`src/rtl/pnu_tdm_demux8.sv`:
```
// Receive-side 1:8 TDM demultiplexer: assembles serial slots into a shadow and
// publishes all eight channels at once. Define PNU_TDM_PARITY_EN for a 9-slot frame with even parity.
module pnu_tdm_demux8 #(
    parameter bit SYNC_REQUIRED = 1'b1
) (
    input  logic clk,
    input  logic rst_n,
    input  logic in_bit,
    input  logic in_valid,
    input  logic frame_sync,
    output logic o1,
    output logic o2,
    output logic o3,
    output logic o4,
    output logic o5,
    output logic o6,
    output logic o7,
    output logic o8,
    output logic out_valid,
    output logic e1,
    output logic e2,
    output logic e3,
`ifdef PNU_TDM_PARITY_EN
    output logic parity_err,
`endif
    output logic sync_err
);

`ifdef PNU_TDM_PARITY_EN
    localparam int CW    = 4;
    localparam int FRAME = 9;
`else
    localparam int CW    = 3;
    localparam int FRAME = 8;
`endif
    localparam logic [CW-1:0] LAST = CW'(FRAME - 1);

    typedef enum logic {
        HUNT,
        RECV
    } state_t;

    state_t        state;
    logic [CW-1:0] cnt;
    logic [7:0]    shadow;
    logic [7:0]    shadow_nxt;
    logic [7:0]    chan;

    // Shadow with the current bit dropped into its slot; the parity slot is never stored.
    always_comb begin
        shadow_nxt = shadow;
`ifdef PNU_TDM_PARITY_EN
        if (!cnt[3]) shadow_nxt[cnt[2:0]] = in_bit;
`else
        shadow_nxt[cnt] = in_bit;
`endif
    end

    always_ff @(posedge clk or negedge rst_n) begin
        if (!rst_n) begin
            state     <= SYNC_REQUIRED ? HUNT : RECV;
            cnt       <= '0;
            shadow    <= '0;
            chan      <= '0;
            out_valid <= 1'b0;
            sync_err  <= 1'b0;
`ifdef PNU_TDM_PARITY_EN
            parity_err <= 1'b0;
`endif
        end else begin
            out_valid <= 1'b0;
            sync_err  <= 1'b0;
`ifdef PNU_TDM_PARITY_EN
            parity_err <= 1'b0;
`endif
            if (in_valid) begin
                case (state)
                    HUNT: begin
                        if (frame_sync) begin
                            shadow <= {7'b0, in_bit};
                            cnt    <= CW'(1);
                            state  <= RECV;
                        end
                    end
                    RECV: begin
                        if (frame_sync && cnt != '0) begin
                            // Misplaced marker: drop the partial frame and realign on this bit.
                            sync_err <= 1'b1;
                            shadow   <= {7'b0, in_bit};
                            cnt      <= CW'(1);
                        end else if (cnt == LAST) begin
                            shadow <= shadow_nxt;
                            cnt    <= '0;
`ifdef PNU_TDM_PARITY_EN
                            if (^{shadow, in_bit} == 1'b0) begin
                                chan      <= shadow;
                                out_valid <= 1'b1;
                            end else begin
                                parity_err <= 1'b1;
                            end
`else
                            chan      <= shadow_nxt;
                            out_valid <= 1'b1;
`endif
                        end else begin
                            shadow <= shadow_nxt;
                            cnt    <= cnt + 1'b1;
                        end
                    end
                    default: state <= HUNT;
                endcase
            end
        end
    end

    assign {o8, o7, o6, o5, o4, o3, o2, o1} = chan;
    assign {e1, e2, e3} = cnt[2:0];

endmodule
```
`config.mk`:
```
export PLATFORM = sky130hd
export DESIGN_NAME = pnu_tdm_demux8
export DESIGN_NICKNAME = d
export VERILOG_FILES = /design/src/rtl/pnu_tdm_demux8.sv
export SDC_FILE = /design/constraint.sdc
export NUM_CORES = 1
export LEC_CHECK = 0
export CORE_MARGIN = 5
export CORE_UTILIZATION = 51
export CTS_BUF_LIST = sky130_fd_sc_hd__clkbuf_4 sky130_fd_sc_hd__clkbuf_8
export DETAILED_ROUTE_END_ITERATION = 7
export GPL_TIMING_DRIVEN = 1
export PLACE_DENSITY_LB_ADDON = 0.15
export SLEW_MARGIN = 20
export SYNTH_ARGS = -nofsm -noshare
export SYNTH_HDL_FRONTEND = slang
export SYNTH_SLANG_ARGS = --single-unit
```
`constraint.sdc`:
```
create_clock -name clk -period 2.8 [get_ports clk]
set_input_delay 0.56 -clock clk [delete_from_list [all_inputs] [get_ports clk]]
set_output_delay 0.56 -clock clk [all_outputs]
set_load 0.02 [all_outputs]
```
Word-level counts from Yosys, hierarchy flattened:

Cells that the tools add are included.

* register bits: 22
* input bits: 5
* logic and storage cells: 37

* $add $sub $neg: 1
* $lt $le $gt $ge: 2
* equal/unequal tests: 2
* mux-type cells: 19
* bitwise gates (word level): 2
* reduce and logical (&&, ||, !) cells: 5

Operator list (number)
* $mux W8: 2
* $pmux W8 S2: 1
* $mux W1: 10
* $mux W3: 3
* $bwmux W8: 1
* $pmux W3 S2: 1
* $lt A3 B4 Y1 const B: 1
* $reduce_and A4 Y1: 1
* $add A3 B1 Y3 const B: 1
* $demux W1 S3: 1
* $eq A3 B3 Y1 const B: 1
* $ge A3 B1 Y1 const B: 1
* $reduce_bool A3 Y1: 1
* $logic_and A1 B1 Y1: 2
* $ne A2 B2 Y1 const B: 1
* $not A1 Y1: 2
* $reduce_and A2 Y1: 1

Longest topological paths before layout:

* depth in word-level cells: 7
* gate-level depth with buffers: 7
* depth with buffers taken out: 5

Worst setup path after synthesis:

No wires, ideal clock.

* path type: register to register
* start: register cnt[1]
* end: register chan[0]
* setup time: 0.125 ns
* arrival: 1.667 ns
* data required time: 2.675 ns
* setup slack: 1.008 ns
* cell stages (with the launch flop): 8
* buffers on the path: 2
* clock period less this slack: 1.792 ns
* path through: dfrtp_1 buf_4 inv_1 ha_1 nor2b_1 o211a_1 buf_6 mux2_4

* longest elaborated chain between the ends: 5
* elaborated cells between the ends (all ways): 11
* classes of those cells: order compare (2); eq/ne (1); mux (3); bitwise (1); reduce/logical (4)

Ends and longest elaborated chain
* from (decl): RTL line 44 `logic [CW-1:0] cnt;`
* from (signal assigned): RTL line 107 `cnt <= cnt + 1'b1;`
* $lt A3 B4 Y1 (implied by the code) / $ge A3 B1 Y1 (equally long branches): RTL line 55 `shadow_nxt[cnt] = in_bit;`
* $logic_and A1 B1 Y1 (implied by the code): RTL line 55
* $mux W1 (implied by the code): RTL line 55
* $demux W1 S3: RTL line 55
* $bwmux W8: RTL line 55
* to (signal assigned): RTL line 102 `chan <= shadow_nxt;`
* to (decl): RTL line 47 `logic [7:0] chan;`

Several ways; a longest one is shown, not always the timed one.
A chain may end at the register's enable or synchronous reset.

Worst setup path after layout:

* start: register cnt[2]
* end: output e1

RTL lines
* to (decl): RTL line 20 `output logic e1,`

No word-level cell between the ends.

==> out/qor.csv <==
stage,metric,value,unit
placement,place_congestion,0.710,
cts,clock_insertion_delay_worst_skew,0.30,ns
grt,global_route.peak_usage_layer,met2,
grt,grt.met1_usage,17.6,%
drt,avg_vias_per_cell,5.01,
grt,grt_util_met2,18.5,%
timing,layout_min_cycle_time,2.11,ns
timing,fin_worst_skew,0.00261,ns
die,core_region_area,0.00200,mm²
synthesis,synth_enable_flop_cells,0,
setup_path,max_stage_delay,0.68,ns
drt,drc,0,
placement,post-dp-hpwl,1300,µm
layout,final_cell_area,0.00130,mm²
cts,cts.repair_timing.setup_buffer_count,0,
cts,cts_root_buffer,sky130_fd_sc_hd__clkbuf_4,
grt,antenna_found_initial,0,
layout,final_core_util,65.1,%
setup_path,critPathKind,flop to output pin,
synthesis,post_synth_instance_area,0.00108,mm²
timing,unrepaired_setup_endpoints_after_global_routing,false,
setup_path,reg2reg_setup_slack,0.84,ns
synthesis,synthesis.nets,107,
pwr,power_leakage,0.605,nW
pwr,p_int,0.745,mW
cts,post_cts_resized,0,
cts,hold_buf_count_cts,0,
grt,grt_overflow,0,
drt,route.vias.total,721,
setup_path,critical_path.n_buffers_inverters,1,
synthesis,async_sr_flop_fraction,100,%
synthesis,yosysSeqAreaShare,50.8,%
timing,slew-limit-headroom,69.5,%
grt,via_count_of_the_first_global_routing_pass,664,
setup_path,critPathSlowestCell,sky130_fd_sc_hd__clkdlybuf4s50_1,
worst_hold_path,min-delay-path-class,flop to flop,
grt,grt.total_usage,12.9,%
pwr,share_of_total_power_in_the_clock_network,14.5,%
die,die_area,0.00315,mm²
grt,grt.met3_usage,4.18,%
synthesis,yosysWarningCount,0,
setup_path,endpoint_kind,output pin,
layout,post_route_cells_drive_above_1_share,11.1,%
pwr,power_switching_share,35.9,%
setup_path,crit_chain,clkdlybuf4s50_1,
synthesis,synth_cell_types,26,
timing,slew_worst_pin,0.458,ns
timing,setup_violations,0,
die,floorplan.initialDensity,54.1,%
placement,buffer_ports.inserted,17,
pwr,power.switching,0.417,mW
pwr,share_seq_of_total_power,43.3,%
timing,timing.final.hold_violations,0,
setup_path,setup.worst_path.start_class,flop,
cts,htree_num_levels,1,
cts,cts_tree,yes,
setup_path,worstPathRequired,2.24,ns
flow_run,maxCapViolations,0,
die,die-width,56.1,µm
layout,syn2layout_area_growth,20.3,%
synthesis,syn_inst,99,
synthesis,ys_dominant_reg_cell,sky130_fd_sc_hd__dfrtp_1,
die,ioPinCount,18,
pwr,power.combinational.fraction,42.2,%
outcome,status,completed,
grt,pin_count_of_the_biggest_net_entering_global_routing,23,
die,rows,16,
placement,placement.cell_area,0.00127,mm²
drt,drt-total-wl,1840,µm
synthesis,synth.ff_latch_count,22,
drt,detail_route.wl_per_cell,12.8,µm
drt,drt_iter0_drc,3,
timing,hold-worst-slack,0.496,ns
timing,fin_ws,0.692,ns
setup_path,path_max_fanout,13,
layout,total_number_of_nets_in_the_final_design,126,
placement,placement.setup.worst_slack,0.598,ns
cts,clk_pin_slew,0.11,ns
layout,antenna_cells_inserted,0,
setup_path,worstPathArrival,1.55,ns
die,dieHeight,56.1,µm
setup_path,crit_family,buffers and inverters,
cts,clock_path_buffers,2,
cts,cts_made_buffers,3,
timing,final_max_slew_viols,0,
cts,clkSinkCount,22,
grt,first_pass_grt_wire_length,3150,µm
pwr,vdd_ir_drop_max,0.544,mV
pwr,powerDensity,891,mW/mm²
drt,drt_pass1_iterations,2,
synthesis,avgSynthCellArea,10.9,µm²
drt,antenna_left,0,
timing,fin_crit_sh,75.3,%
timing,clock.fmax,474,MHz
timing,timing.setup.tns,0,ns
==> cell type report <==
| type | count | area (µm²) |
|---|---|---|
| tap | 27 | 33.8 |
| sequential | 22 | 551 |
| timing repair buffer | 20 | 193 |
| inverter | 12 | 45.0 |
| clock buffer | 4 | 36.3 |
| fill | 175 | 698 |
| multi-input combinational | 59 | 445 |
==> power by group through the flow <==
stage          sequential, mW  clock [mW]  combinational (mW)
6_report                0.503       0.169               0.491
5_1_grt                 0.520       0.192               0.542
4_1_cts                 0.503       0.175               0.499
3_5_place_dp            0.508           0               0.494
3_3_place_gp            0.506           0               0.487
2_1_floorplan           0.556           0               0.262
==> cell usage after synthesis (2+ instances only) <==
cell type / count / share of area, %
sky130_fd_sc_hd__dfrtp_1: 22 / 51
sky130_fd_sc_hd__mux2i_1: 14 / 13
sky130_fd_sc_hd__inv_1: 11 / 3.8
sky130_fd_sc_hd__nand2_1: 10 / 3.5
sky130_fd_sc_hd__o21ai_0: 9 / 4.2
sky130_fd_sc_hd__nand3b_1: 4 / 2.8
sky130_fd_sc_hd__nor3b_1: 4 / 2.8
sky130_fd_sc_hd__buf_4: 3 / 2.1
sky130_fd_sc_hd__ha_1: 3 / 3.5
sky130_fd_sc_hd__mux2_2: 2 / 2.1
sky130_fd_sc_hd__o31ai_1: 2 / 1.4
==> final timing paths <==
path / startpoint / end / cells past startpoint
setup / recovery: cnt[2] / e1 / 1
hold / removal: shadow[5] / shadow[5] / 2
setup reg to reg: cnt[0] / chan[0] / 5
hold reg to reg: shadow[5] / shadow[5] / 2
max in group asynchronous: rst_n / shadow[5] / 2
min in group asynchronous: rst_n / sync_err / 2
==> per-stage QoR <==
step / instances / total power [mW]
global placement: 140 / 0.992
global route: 144 / 1.25
detailed placement: 140 / 1.00
floorplan: 99 / 0.819
CTS: 144 / 1.18
finish: 144 / 1.16
==> layer usage <==
layer / up-vias / part of all wire (%)
li1: 368 / -
met1: 338 / 51
met2: 13 / 44
met3: 2 / 4.5
met4: 0 / 0.54
met5: - / 0
==> registers in the layout (all words and copies together) (netlist names) <==
signal     flops
shadow         8
out_valid      1
sync_err       1
chan           8
state          1
cnt            3
==> cells in the final DEF, fill, tap and decap left out <==
master,Yosys,layout
sky130_fd_sc_hd__nor3_2,1,1
sky130_fd_sc_hd__mux2i_1,14,14
sky130_fd_sc_hd__a21o_2,1,1
sky130_fd_sc_hd__a32oi_1,1,1
sky130_fd_sc_hd__mux2_4,1,1
sky130_fd_sc_hd__dfrtp_1,22,22
sky130_fd_sc_hd__mux2_2,2,2
sky130_fd_sc_hd__nand3b_1,4,4
sky130_fd_sc_hd__nor2b_1,1,1
sky130_fd_sc_hd__o31a_1,1,1
sky130_fd_sc_hd__and2_1,1,1
sky130_fd_sc_hd__ha_1,3,3
sky130_fd_sc_hd__nor2_1,1,1
sky130_fd_sc_hd__nor3b_1,4,4
sky130_fd_sc_hd__o21ai_1,1,1
sky130_fd_sc_hd__o31ai_1,2,2
sky130_fd_sc_hd__clkbuf_4,0,3
sky130_fd_sc_hd__clkdlybuf4s50_1,0,17
sky130_fd_sc_hd__nand3_1,1,1
sky130_fd_sc_hd__clkbuf_8,0,1
sky130_fd_sc_hd__nand2_1,10,10
sky130_fd_sc_hd__o211a_1,1,1
sky130_fd_sc_hd__inv_2,1,1
sky130_fd_sc_hd__o21ai_0,9,9
sky130_fd_sc_hd__inv_1,11,11
sky130_fd_sc_hd__buf_4,3,3
==> logic make-up after synthesis <==
kind of cell	after synthesis	synth area share (%)
compound gates	16	9.35
fa+ha+maj	3	3.46
buf+inv	18	8.08
flops	22	50.8
mux	17	16.4
simple gates	23	11.9
(Power assumes the default switching activity.)
